File: src/rtl/alu_issue_stage_if.sv
// Issue-stage bus: upstream instruction/operand handshake and the ALU-facing issue handshake.
// master = environment side (decode/regfile and execute), slave = the issue stage itself.
interface alu_issue_stage_if;
  logic        in_valid;
  logic        in_ready;
  logic [31:0] instr;
  logic [31:0] rs1_data;
  logic [31:0] rs2_data;
  logic        out_valid;
  logic        out_ready;
  logic [31:0] alu_a;
  logic [31:0] alu_b;
  logic [2:0]  alu_opcode;
  logic [4:0]  rd_addr;
  logic        rd_we;
  logic        illegal;

  modport master (
    output in_valid, instr, rs1_data, rs2_data, out_ready,
    input  in_ready, out_valid, alu_a, alu_b, alu_opcode, rd_addr, rd_we, illegal
  );

  modport slave (
    input  in_valid, instr, rs1_data, rs2_data, out_ready,
    output in_ready, out_valid, alu_a, alu_b, alu_opcode, rd_addr, rd_we, illegal
  );
endinterface

File: src/rtl/alu_issue_stage.sv
// RV32I OP/OP-IMM decode into ALU issue bundle; 1-cycle latency, 1/cycle throughput.
// Output reg + skid reg behind valid/ready; in_ready is a register (!skid_valid).
module alu_issue_stage #(
  parameter int CNT_W = 16
) (
  input  logic             clk,
  input  logic             rst_n,
  input  logic             flush,
  alu_issue_stage_if.slave bus,
  output logic [CNT_W-1:0] issue_cnt,
  output logic [CNT_W-1:0] illegal_cnt
);

  localparam logic [2:0] ALU_ADD  = 3'b000;
  localparam logic [2:0] ALU_SUB  = 3'b001;
  localparam logic [2:0] ALU_AND  = 3'b010;
  localparam logic [2:0] ALU_OR   = 3'b011;
  localparam logic [2:0] ALU_XOR  = 3'b100;
  localparam logic [2:0] ALU_SLL  = 3'b101;
  localparam logic [2:0] ALU_SRL  = 3'b110;
  localparam logic [2:0] ALU_SLTU = 3'b111;

  typedef struct packed {
    logic [31:0] a;
    logic [31:0] b;
    logic [2:0]  op;
    logic [4:0]  rd;
    logic        we;
    logic        ill;
  } issue_t;

  logic [6:0]  w_opc;
  logic [2:0]  w_f3;
  logic [6:0]  w_f7;
  logic [31:0] w_imm;
  logic        w_legal;
  logic [2:0]  w_op;
  logic [31:0] w_b;
  issue_t      w_dec;
  logic        w_unused_rs1;

  assign w_opc        = bus.instr[6:0];
  assign w_f3         = bus.instr[14:12];
  assign w_f7         = bus.instr[31:25];
  assign w_imm        = {{20{bus.instr[31]}}, bus.instr[31:20]};
  assign w_unused_rs1 = ^bus.instr[19:15];

  always_comb begin
    w_legal = 1'b0;
    w_op    = ALU_ADD;
    w_b     = bus.rs2_data;
    case (w_opc)
      7'b0110011: begin
        if (w_f7 == 7'b0000000) begin
          w_legal = 1'b1;
          case (w_f3)
            3'b000:  w_op = ALU_ADD;
            3'b001:  w_op = ALU_SLL;
            3'b011:  w_op = ALU_SLTU;
            3'b100:  w_op = ALU_XOR;
            3'b101:  w_op = ALU_SRL;
            3'b110:  w_op = ALU_OR;
            3'b111:  w_op = ALU_AND;
            default: w_legal = 1'b0;   // signed SLT has no ALU encoding
          endcase
        end else if (w_f7 == 7'b0100000 && w_f3 == 3'b000) begin
          w_legal = 1'b1;
          w_op    = ALU_SUB;
        end
      end
      7'b0010011: begin
        w_b     = w_imm;
        w_legal = 1'b1;
        case (w_f3)
          3'b000:  w_op = ALU_ADD;
          3'b011:  w_op = ALU_SLTU;
          3'b100:  w_op = ALU_XOR;
          3'b110:  w_op = ALU_OR;
          3'b111:  w_op = ALU_AND;
          3'b001: begin
            w_op    = ALU_SLL;
            w_b     = {27'b0, bus.instr[24:20]};
            w_legal = (w_f7 == 7'b0000000);
          end
          3'b101: begin
            w_op    = ALU_SRL;
            w_b     = {27'b0, bus.instr[24:20]};
            w_legal = (w_f7 == 7'b0000000);
          end
          default: w_legal = 1'b0;
        endcase
      end
      default: w_legal = 1'b0;
    endcase
    if (!w_legal) begin
      w_op = ALU_ADD;
    end
    w_dec.a   = bus.rs1_data;
    w_dec.b   = w_b;
    w_dec.op  = w_op;
    w_dec.rd  = bus.instr[11:7];
    w_dec.we  = w_legal && (bus.instr[11:7] != 5'd0);
    w_dec.ill = !w_legal;
  end

  issue_t           r_out;
  logic             r_out_vld;
  issue_t           r_skd;
  logic             r_skd_vld;
  logic [CNT_W-1:0] r_iss_cnt;
  logic [CNT_W-1:0] r_ill_cnt;

  logic w_in_xfer;
  logic w_out_xfer;
  logic w_out_free;

  assign w_in_xfer  = bus.in_valid & ~r_skd_vld;
  assign w_out_xfer = r_out_vld & bus.out_ready;
  assign w_out_free = ~r_out_vld | w_out_xfer;

  always_ff @(posedge clk or negedge rst_n) begin
    if (!rst_n) begin
      r_out     <= '0;
      r_out_vld <= 1'b0;
      r_skd     <= '0;
      r_skd_vld <= 1'b0;
    end else if (flush) begin
      r_out_vld <= 1'b0;
      r_skd_vld <= 1'b0;
    end else if (w_out_free) begin
      // skid always holds the older entry, so it drains before new input
      if (r_skd_vld) begin
        r_out     <= r_skd;
        r_out_vld <= 1'b1;
        r_skd_vld <= 1'b0;
      end else if (w_in_xfer) begin
        r_out     <= w_dec;
        r_out_vld <= 1'b1;
      end else begin
        r_out_vld <= 1'b0;
      end
    end else if (w_in_xfer) begin
      r_skd     <= w_dec;
      r_skd_vld <= 1'b1;
    end
  end

  always_ff @(posedge clk or negedge rst_n) begin
    if (!rst_n) begin
      r_iss_cnt <= '0;
      r_ill_cnt <= '0;
    end else if (w_out_xfer) begin
      if (~&r_iss_cnt) begin
        r_iss_cnt <= r_iss_cnt + CNT_W'(1);
      end
      if (r_out.ill && ~&r_ill_cnt) begin
        r_ill_cnt <= r_ill_cnt + CNT_W'(1);
      end
    end
  end

  assign bus.in_ready   = ~r_skd_vld;
  assign bus.out_valid  = r_out_vld;
  assign bus.alu_a      = r_out.a;
  assign bus.alu_b      = r_out.b;
  assign bus.alu_opcode = r_out.op;
  assign bus.rd_addr    = r_out.rd;
  assign bus.rd_we      = r_out.we;
  assign bus.illegal    = r_out.ill;
  assign issue_cnt      = r_iss_cnt;
  assign illegal_cnt    = r_ill_cnt;

endmodule

File: src/flat_wrapper.sv
// flat-port wrapper written by rule: the top's interface ports become plain ports
module alu_issue_stage_flat 
#(
  parameter int CNT_W = 16
)
  (clk, rst_n, flush, issue_cnt, illegal_cnt, bus_in_valid, bus_instr, bus_rs1_data, bus_rs2_data, bus_out_ready, bus_in_ready, bus_out_valid, bus_alu_a, bus_alu_b, bus_alu_opcode, bus_rd_addr, bus_rd_we, bus_illegal);
  alu_issue_stage_if bus_i ();
  input  logic clk;
  input  logic rst_n;
  input  logic flush;
  output logic [CNT_W-1:0] issue_cnt;
  output logic [CNT_W-1:0] illegal_cnt;
  input wire logic [$bits(bus_i.in_valid)-1:0] bus_in_valid;
  input wire logic [$bits(bus_i.instr)-1:0] bus_instr;
  input wire logic [$bits(bus_i.rs1_data)-1:0] bus_rs1_data;
  input wire logic [$bits(bus_i.rs2_data)-1:0] bus_rs2_data;
  input wire logic [$bits(bus_i.out_ready)-1:0] bus_out_ready;
  output wire logic [$bits(bus_i.in_ready)-1:0] bus_in_ready;
  output wire logic [$bits(bus_i.out_valid)-1:0] bus_out_valid;
  output wire logic [$bits(bus_i.alu_a)-1:0] bus_alu_a;
  output wire logic [$bits(bus_i.alu_b)-1:0] bus_alu_b;
  output wire logic [$bits(bus_i.alu_opcode)-1:0] bus_alu_opcode;
  output wire logic [$bits(bus_i.rd_addr)-1:0] bus_rd_addr;
  output wire logic [$bits(bus_i.rd_we)-1:0] bus_rd_we;
  output wire logic [$bits(bus_i.illegal)-1:0] bus_illegal;
  assign bus_i.in_valid = bus_in_valid;
  assign bus_i.instr = bus_instr;
  assign bus_i.rs1_data = bus_rs1_data;
  assign bus_i.rs2_data = bus_rs2_data;
  assign bus_i.out_ready = bus_out_ready;
  assign bus_in_ready = bus_i.in_ready;
  assign bus_out_valid = bus_i.out_valid;
  assign bus_alu_a = bus_i.alu_a;
  assign bus_alu_b = bus_i.alu_b;
  assign bus_alu_opcode = bus_i.alu_opcode;
  assign bus_rd_addr = bus_i.rd_addr;
  assign bus_rd_we = bus_i.rd_we;
  assign bus_illegal = bus_i.illegal;
  alu_issue_stage #(.CNT_W(CNT_W)) u_core (.clk(clk), .rst_n(rst_n), .flush(flush), .bus(bus_i), .issue_cnt(issue_cnt), .illegal_cnt(illegal_cnt));
endmodule
File: config.mk
export PLATFORM = sky130hd
export DESIGN_NAME = alu_issue_stage_flat
export DESIGN_NICKNAME = d
export VERILOG_FILES = /design/src/rtl/alu_issue_stage_if.sv /design/src/rtl/alu_issue_stage.sv /design/src/flat_wrapper.sv
export SDC_FILE = /design/constraint.sdc
export NUM_CORES = 1
export LEC_CHECK = 0
export CAP_MARGIN = 25
export CORE_ASPECT_RATIO = 1.25
export CORE_MARGIN = 2
export CORE_UTILIZATION = 53
export CTS_CLUSTER_SIZE = 8
export DETAILED_ROUTE_END_ITERATION = 8
export GPL_TIMING_DRIVEN = 0
export PLACE_DENSITY = 0.86
export SLEW_MARGIN = 20
export SYNTH_ARGS = -nofsm -noshare
export SYNTH_HDL_FRONTEND = slang
export SYNTH_SLANG_ARGS = --single-unit
File: constraint.sdc
create_clock -name clk -period 3.9 [get_ports clk]
set_clock_uncertainty 0.05 [all_clocks]
set_input_delay 1.17 -clock clk [delete_from_list [all_inputs] [get_ports clk]]
set_output_delay 1.17 -clock clk [all_outputs]
set_load 0.03 [all_outputs]
# After elaboration in Yosys (flattened, before gate mapping)
# Cells that the tools add are included.
# word_totals
reg_bits	182
latch_bits	0
ram_bits	0
romBits	0
in_bits	101
mem_count	0
# classes
addsub	2
multipliers	0
n_div	0
order_cmp	0
eq_ne	9
shift	0
mux	21
n_bitwise	8
n_reduce_logical	20
# op_table
op	n
$mux 74	2
$mux 32	2
$add 16x1->16 const B	2
$reduce_and 16->1	2
$pmux 3 s6	1
$eq 7x6->1 const B	2
$eq 3x3->1 const B	4
$mux 1	11
$eq 7x5->1 const B	1
$logic_not 7->1	1
$reduce_or 7->1	1
$mux 3	2
$pmux 3 s2	1
$reduce_and 3->1	2
$not 1->1	5
$reduce_bool 5->1	1
$reduce_or 5->1	1
$pmux 1 s2	2
$reduce_and 2->1	2
$reduce_bool 2->1	2
$eq 3x1->1 const B	1
$eq 3x2->1 const B	1
$logic_and 1x1->1	3
$logic_not 3->1	1
5 further kinds	7

# Longest topological paths before layout
# Gate-level depths: netlist of run 1.
# logic_depth
word_depth	8
ltp_mapped	7
mapped_depth_nobuf	6

# Worst setup path before layout of run 1
# No wires, ideal clock.
# synth_path
path_kind	input port to flip-flop
from	input port bus_instr[2]
to	register u_core.r_out, in the netlist u_core.bus.rd_we
setup_ns	0.082
arrival_time_ns	2.550
required_ns	3.768
setup_slack_ns	1.218
stages	6
n_path_buf	1
cell_sequence	and4bb_2 > nand3b_1 > buf_6 > o32a_4 > or3_4 > o22ai_1
# synth_via
elab_chain_cells	5
elab_cells_between_ends	6
# synth_lines
item	line_no	source
from (decl)	flat_wrapper.sv:14	input wire logic [$bits(bus_i.instr)-1:0] bus_instr;
$eq 7x5->1 or $eq 7x6->1 (tied branches)	alu_issue_stage.sv:52	case (w_opc)
$pmux 1 s2 (*)	alu_issue_stage.sv:52	
$logic_and 1x1->1 (*)	alu_issue_stage.sv:102	w_dec.we = w_legal && (bus.instr[11:7] != 5'd0);
$mux 74 (*)	alu_issue_stage.sv:136	end else if (w_in_xfer) begin
$mux 74 (*)	alu_issue_stage.sv:132	if (r_skd_vld) begin
to (signal assigned)	alu_issue_stage.sv:133	r_out <= r_skd;
to (signal assigned)	alu_issue_stage.sv:137	r_out <= w_dec;
to (decl)	alu_issue_stage.sv:106	issue_t r_out;
# Mark *: on every way between the ends. The rest lies on a longest branch, timed or not. The select of a mux whose other input is x is not followed.
# A chain may end at the register's enable or synchronous reset.

# Worst setup path in the final report of run 1
# layout_path
from	register u_core.r_skd_vld
to	output port bus_in_ready
# layout_via
elab_chain_cells	1
# layout_lines
item	line_no	source
from (decl)	alu_issue_stage.sv:109	logic r_skd_vld;
from (signal assigned)	alu_issue_stage.sv:126	r_skd_vld <= 1'b0;
from (signal assigned)	alu_issue_stage.sv:129	r_skd_vld <= 1'b0;
from (signal assigned)	alu_issue_stage.sv:135	r_skd_vld <= 1'b0;
$not 1->1	alu_issue_stage.sv:162	assign bus.in_ready = ~r_skd_vld;
to (decl)	flat_wrapper.sv:18	output wire logic [$bits(bus_i.in_ready)-1:0] bus_in_ready;
# No other way between the ends.

==> results of run 1 <==
[power by group through the flow]
stage               Sequential, W  Clock (W)  Combinational (W)
floorplan                 0.00279          0           0.000392
global placement          0.00247          0            0.00131
detailed placement        0.00249          0            0.00135
CTS                       0.00245    0.00194            0.00135
global route              0.00251    0.00202            0.00144
finish                    0.00246    0.00191            0.00134
[final cells by class]
cell class,instances,share of cell area
clock buffers,19,0.03866
multi-input cells,528,0.3058
inverters,2,0.0006704
flip-flops and latches,182,0.4067
clock inverters,12,0.02011
repair buffers,205,0.1868
plain buffers,49,0.01799
well taps,208,0.02324
[worst max-delay path: stages (launching register included)]
cell	delay (ns)
dfrtp_1	0.35
buf_2	0.16
inv_1	0.17
clkbuf_1	0.45
clkdlybuf4s50_1	0.78
[stage by stage]
step                instances  hold slack, ns    util  setup slack, ns
floorplan                 761          0.3908       -            1.218
detailed placement       1174          0.4161  0.6991           0.2964
finish                   1205          0.4242  0.7427           0.3441
global placement         1172          0.4044  0.6951           -5.913
CTS                      1205          0.4311  0.7427           0.3642
global route             1205          0.4434  0.7427           0.2799
[cells in the final DEF (no fill, tap or decap), drive strengths merged, types with 3 or more instances in the layout]
cell,Yosys,routed
xor2,9,9
clkdlybuf4s50,0,202
mux2i,49,49
a21oi,33,33
clkbuf,39,58
nand3,13,13
o21ai,82,82
nand4,8,8
nand2b,3,3
o31ai,25,25
nand2,123,123
bufinv,0,6
dfrtp,182,182
xnor2,20,20
and4,4,4
and2,7,7
o22ai,3,3
a211oi,21,21
buf,10,13
mux2,51,51
and3,12,12
clkinvlp,0,3
nor2,35,35
inv,2,3
nor3,4,4
[per-layer routing]
metal | up-vias | GRT usage | wire [um]
li1 | 3139 | - | -
met1 | 3285 | 0.3145 | 8392
met2 | 226 | 0.4638 | 10920
met3 | 28 | 0.06494 | 1170
met4 | 0 | 0.09004 | 398
met5 | - | 0 | 0
[registers in the layout (all words and copies together) (netlist names)]
signal                 flops
u_core.r_skd              74
u_core.bus.alu_a          32
u_core.bus.alu_b          32
u_core.illegal_cnt        16
u_core.issue_cnt          16
u_core.bus.rd_addr         5
u_core.bus.alu_opcode      3
u_core.bus.illegal         1
u_core.bus.out_valid       1
u_core.bus.rd_we           1
u_core.r_skd_vld           1
[cells by family (layout without fill, tap and decap cells)]
| kind of cell | after synthesis | in the layout |
|---|---|---|
| simple gates | 223 | 223 |
| flops | 182 | 182 |
| compound gates | 174 | 174 |
| buf+inv | 51 | 287 |
| fa+ha+maj | 2 | 2 |
| xor+xnor | 29 | 29 |
| mux | 100 | 100 |
[synth_stat cells, types with 2 or more instances]
cell | number | share of area
nand3_1 | 13 | 0.0079
dfrtp_1 | 182 | 0.56
or4_1 | 2 | 0.0018
nand3b_1 | 2 | 0.0018
and2_1 | 7 | 0.0053
and4bb_2 | 2 | 0.0031
nor3_1 | 3 | 0.0018
buf_2 | 8 | 0.0049
o211ai_1 | 2 | 0.0018
xor2_1 | 9 | 0.0096
nor2b_1 | 2 | 0.0015
clkbuf_1 | 39 | 0.018
and4_1 | 4 | 0.0043
mux2_2 | 51 | 0.070
xnor2_1 | 20 | 0.021
nor2_1 | 35 | 0.016
a21oi_1 | 32 | 0.020
nand2_1 | 123 | 0.056
or2_2 | 2 | 0.0015
mux2i_1 | 49 | 0.060
o21ai_0 | 81 | 0.050
inv_1 | 2 | 0.00092
a211oi_1 | 21 | 0.019
and3_1 | 12 | 0.0092
nand4_1 | 8 | 0.0061
ha_1 | 2 | 0.0031
nand2b_1 | 3 | 0.0023
o31ai_1 | 25 | 0.023
o22ai_1 | 3 | 0.0023
[worst paths after layout]
kind,slack (ns),to,from,depth (start not counted)
max,0.34,bus_in_ready,u_core.r_skd_vld$_DFFE_PN0P_,4
min,0.42,u_core.bus.alu_b[17]$_DFFE_PN0P_,u_core.bus.alu_b[17]$_DFFE_PN0P_,2
max reg2reg,1.57,u_core.r_skd[43]$_DFFE_PN0P_,u_core.bus.out_valid$_DFFE_PN0N_,5
min reg2reg,0.42,u_core.bus.alu_b[17]$_DFFE_PN0P_,u_core.bus.alu_b[17]$_DFFE_PN0P_,2
max in group asynchronous,2.61,u_core.illegal_cnt[3]$_DFFE_PN0P_,rst_n,2
min in group asynchronous,0.54,u_core.bus.alu_b[19]$_DFFE_PN0P_,rst_n,1
==> results by group, run 1 <==
Setup path
  – Startpoint types: register
  – Worst Setup End Kind: primary output
  – Crit path DAT: 2.34 ns
  – CP max FO: 10
  – Required @ worst endpoint: 2.68 ns
  – Crit Path Category: reg -> out

Routing
  – DR DRC count: 0
  – Final ANT Viol Nets: 0
  – DR vias: 6,678
  – WL per Instance: 17.33 um
  – Initial DRT Pass Iterations: 5
  – Total Wirelength: 20,880 um
  – DRT iter0 DRCs: 452
  – Vias/cell: 5.542

Clocking
  – CTS-repair resized insts: 0
  – Clock Pin Slew Worst Setup and Hold Paths: 0.07 ns
  – CTS max path bufs: 2
  – Worst-Skew Late Latency: 0.42 ns
  – Hold-fix buffers, CTS: 0
  – Clock root buffer: clkbuf_16
  – Postcts setup bufs: 0
  – CTS H-tree depth: 4
  – Clock sinks: 182
  – CTS Buf Count: 17
  – CTS tree: done

Yosys
  – #FFs+latches synth: 182
  – Synthesized Nets: 864
  – Post-Synth Simple-Gate Area: 0.1261
  – Synth Instances: 761
  – Largest family of logic cells by synthesized area: multiplexers
  – Adder-cell share of the synthesized area: 0.003056
  – Yosys cell types: 46
  – FFs w/ async S/R, synth: 1.000
  – Mapped Area: 8188 um^2
  – Syn Area/Cell: 10.76 um^2
  – Yosys warnings: 0
  – EDFF count, synth: 0
  – Post-synthesis xor/xnor area fraction: 0.03102
  – Register area share after synthesis: 0.5562
  – Synth Area in Compound Gates: 0.1281
  – Top FF cell, synth: dfrtp_1
  – Mux cell area share after synthesis: 0.1300

STA
  – Final hold vios: 0
  – FMAX: 281.2 MHz
  – Setup TNS: 0 ns
  – Crit share post-route: 0.9118
  – Min Tclk post-route: 3.556 ns
  – Final setup vio count: 0
  – Max-slew headroom: 0.5095
  – Final Max Slew Viols: 0
  – Actual slew at the worst max-slew pin: 0.7358 ns
  – RSZ-0062 raised after global routing: no

Cells and area
  – Area growth from synthesis to layout: 36.77%
  – Filler Cell Count: 1,090
  – Final Instance Area: 11,200 um^2
  – Layout cell share with drive strength beyond 1: 0.1023
  – Final Net Count: 1,088
  – Antenna Cells: 0
  – Register area: 4554 um^2
  – Footprint of the multi-input gates: 3425 um^2

Floorplan
  – Die ar.: 16,470 um^2
  – Die Ht: 143.0 um
  – Area of the core: 15,080 um^2
  – Initial Utilization: 0.5431
  – Top Ports: 209
  – DIE WIDTH: 115.2 um
  – Cell row count: 50

Pwr
  – Sw frac: 0.2902
  – Total internal power: 0.004050 W
  – Clock Power Share: 0.335
  – Power Total: 0.005706 W
  – Combinational group share of total power: 0.234
  – Max rail drop VDD: 338.4 uV
  – Pwr/cell area: 509.6 nW/um^2
  – Sw Pwr: 0.001656 W
  – Leak Pwr: 4.789 nW
  – Seq pwr share: 0.431

Global route
  – Initial antenna violation count: 0
  – Vias in the first global route: 6,810
  – Total grt overflow: 0
  – GRT Util Overall: 0.2637
  – Global-route wire length before repair: 34,130 um
  – Largest net degree at the start of global routing: 79

Placement
  – DPL Wire Length: 15,170 um
  – Number of buffers added on ports: 203
  – Placed Area: 10,540 um^2
  – Global placer's final weighted congestion: 0.8636

Flow run
  – Total of max-cap violations: 0

Min path
  – Min-Delay Path Class: reg -> reg

Status
  – Outcome: finished, final reports clean
No activity file was read; power rests on OpenSTA's default activity.
==> inputs of run 2 (changes only) <==
--- a/config.mk
+++ b/config.mk
@@ -13,6 +13,7 @@
 export DETAILED_ROUTE_END_ITERATION = 8
 export GPL_TIMING_DRIVEN = 0
 export PLACE_DENSITY = 0.86
+export SETUP_SLACK_MARGIN = 0.4
 export SLEW_MARGIN = 20
 export SYNTH_ARGS = -nofsm -noshare
 export SYNTH_HDL_FRONTEND = slang
==> run 2 against run 1 <==
  * Via count shrank 0.40%
  * First-iteration DRC count is the same
  * Fmax rose by 6.3%
  * Power hardly changed
  * Non-clock buffer count stayed put
  * Sequential share of layout area barely moved
  * Critical endpoint unchanged
  * Largest cell class unchanged
  * Largest power group unchanged
  * Highest routed layer unchanged
==> results by group, run 2 (synthesis gave the netlist of run 1 again) <==
STA
  – Min Tclk post-route: 3.346 ns (-0.2103 ns)
  – Final setup vio count: 0 (unchanged)
  – Max-slew headroom: 0.5095 (about the same)
  – Final Max Slew Viols: 0 (unchanged)
  – FMAX: 298.9 MHz (+6.3%)
  – Final hold vios: 0 (unchanged)
  – RSZ-0062 raised after global routing: no
  – Crit share post-route: 0.8579 (-0.05392)
  – Final setup margin: 0.5543 ns (+0.2103 ns)
  – Actual slew at the worst max-slew pin: 0.7357 ns (-0.00005400 ns)

Cells and area
  – Antenna Cells: 0 (unchanged)
  – Final Non-Filler Cells: 1,205 (unchanged)
  – Final Instance Area: 11,200 um^2 (about the same)
  – Largest Register: u_core.r_skd
  – Area growth from synthesis to layout: 36.78% (about the same)
  – Commonest cells after routing, fill and taps aside: clkdlybuf4s50_1, dfrtp_1, nand2_1
  – Filler Cell Count: 1,089 (-0.092%)
  – Final Net Count: 1,088 (unchanged)
  – Most common cell after layout, fill and taps aside: clkdlybuf4s50_1
  – Largest register FFs: 74 (unchanged)
  – Layout cell share with drive strength beyond 1: 0.1033 (+0.001003)

Placement
  – Number of buffers added on ports: 203 (unchanged)
  – DPL Wire Length: 15,170 um (unchanged)
  – Placed cell count: 1,174 (unchanged)
  – Pre-CTS WS: 0.2964 ns (unchanged)
  – Placed Area: 10,540 um^2 (unchanged)
  – Global placer's final weighted congestion: 0.8636 (unchanged)

Setup path
  – Reg-to-Reg End: u_core.r_skd[43]$_DFFE_PN0P_
  – Worst reg2reg path depth: 5 (unchanged)
  – Startpoint types: register
  – Required @ worst endpoint: 2.68 ns (about the same)
  – Max incr delay on CP: 0.72 ns (-0.06 ns)
  – Family with the most delay on the worst path: buffers and inverters
  – Worst reg-to-reg setup slack: 1.55 ns (-0.02 ns)
  – Worst Setup End Kind: primary output
  – Crit path depth: 4 (unchanged)
  – CP max FO: 10 (unchanged)
  – Crit path cell chain: buf_2 > inv_1 > clkbuf_2 > clkdlybuf4s50_1
  – Critical-path top delay cell: clkdlybuf4s50_1
  – Crit Path Category: reg -> out
  – Worst path bufs/invs: 4 (unchanged)
  – RR Startpoint: u_core.bus.out_valid$_DFFE_PN0N_
  – Crit path DAT: 2.13 ns (-0.21 ns)

Global route
  – Global-route wire length before repair: 34,130 um (unchanged)
  – Total grt overflow: 0 (unchanged)
  – Largest net degree at the start of global routing: 79 (unchanged)
  – Vias in the first global route: 6,810 (unchanged)
  – GRT Util Overall: 0.2637 (unchanged)
  – Initial antenna violation count: 0 (unchanged)

Floorplan
  – Die Ht: 143.0 um (unchanged)
  – Die ar.: 16,470 um^2 (unchanged)
  – Top Ports: 209 (unchanged)
  – Initial Utilization: 0.5431 (unchanged)
  – Cell row count: 50 (unchanged)
  – DIE WIDTH: 115.2 um (unchanged)
  – Area of the core: 15,080 um^2 (unchanged)

Clocking
  – Worst-Skew Late Latency: 0.43 ns (about the same)
  – Clock root buffer: clkbuf_16
  – Clock sinks: 182 (unchanged)
  – Clock Pin Slew Worst Setup and Hold Paths: 0.07 ns (about the same)
  – Hold-fix buffers, CTS: 0 (unchanged)
  – CTS H-tree depth: 4 (unchanged)
  – CTS tree: done
  – CTS Buf Count: 17 (unchanged)
  – CTS max path bufs: 2 (unchanged)

Routing
  – Total Wirelength: 20,900 um (about the same)
  – Final ANT Viol Nets: 0 (unchanged)
  – Vias/cell: 5.520 (-0.40%)
  – DR DRC count: 0 (unchanged)
  – Initial DRT Pass Iterations: 5 (unchanged)
  – DR vias: 6,651 (-0.40%)
  – DRT iter0 DRCs: 452 (unchanged)
  – WL per Instance: 17.34 um (about the same)

Flow run
  – Total of max-cap violations: 0 (unchanged)

Pwr
  – Leak Pwr: 4.792 nW (about the same)
  – Power Total: 0.005711 W (about the same)
  – Pwr/cell area: 509.9 nW/um^2 (about the same)
  – Max rail drop VDD: 338.4 uV (about the same)

Status
  – Outcome: finished, final reports clean

Min path
  – Hold Path Stages: 2 (unchanged)
  – Min-Delay Path Class: reg -> reg
  – Worst Hold End: u_core.bus.alu_b[17]$_DFFE_PN0P_
  – Hold Path Origin: u_core.bus.alu_b[17]$_DFFE_PN0P_
[run 2: how the worst max path moves through the flow]
stage	start	end	slack, ns
after detailed placement	bus_out_ready	u_core.r_skd[4]$_DFFE_PN0P_	0.30
after CTS	u_core.r_skd_vld$_DFFE_PN0P_	bus_in_ready	0.54
after floorplan	bus_instr[2]	u_core.bus.rd_we$_DFFE_PN0P_	1.22
final	u_core.r_skd_vld$_DFFE_PN0P_	bus_in_ready	0.55
after global placement	rst_n	u_core.illegal_cnt[13]$_DFFE_PN0P_	-5.91
after global routing	u_core.r_skd_vld$_DFFE_PN0P_	bus_in_ready	0.49
[run 2: stage by stage]
stage	hold WS [ns]	setup TNS, ns	util
after global placement	0.4044	-1073.10	0.6951
after floorplan	0.3908	0	-
after detailed placement	0.4161	0	0.6991
final	0.4240	0	0.7428
after CTS	0.4311	0	0.7428
after global routing	0.4434	0	0.7428
[run 2: timing repair]
item	CTS	global route
buffers inserted	0	0
gates resized for setup	1	0
endpoints found under the setup margin	1	0
[run 2: report_power, final]
group	total [W]	switching, W	leakage, nW	internal, W
registers	0.00246	0.000225	2.29	0.00223
logic	0.00134	0.000721	2.19	0.000616
clock network	0.00192	0.000715	0.310	0.00120
[run 2: cell type report]
type / instances / area (um^2) / share of cell area
Inverter: 2 / 7.507 / 0.0006703
Tap cell: 208 / 260.3 / 0.02324
Multi-Input combinational cell: 528 / 3425 / 0.3058
Buffer: 49 / 202.7 / 0.01810
Clock buffer: 19 / 432.9 / 0.03865
Clock inverter: 12 / 225.2 / 0.02011
Timing Repair Buffer: 205 / 2092 / 0.1868
Sequential cell: 182 / 4554 / 0.4067
[run 2: per-layer routing]
metal / routed length, um / part of all wire / track usage
met5: 0 / 0 / 0
met3: 1197 / 0.057 / 0.06494
met4: 374 / 0.018 / 0.09004
met2: 10900 / 0.52 / 0.4638
met1: 8431 / 0.40 / 0.3145
[run 2: worst min-delay path, cell delays in order (launching register included)]
cell     delay, ns
dfrtp_1       0.34
nand2_1       0.05
o31ai_1       0.05
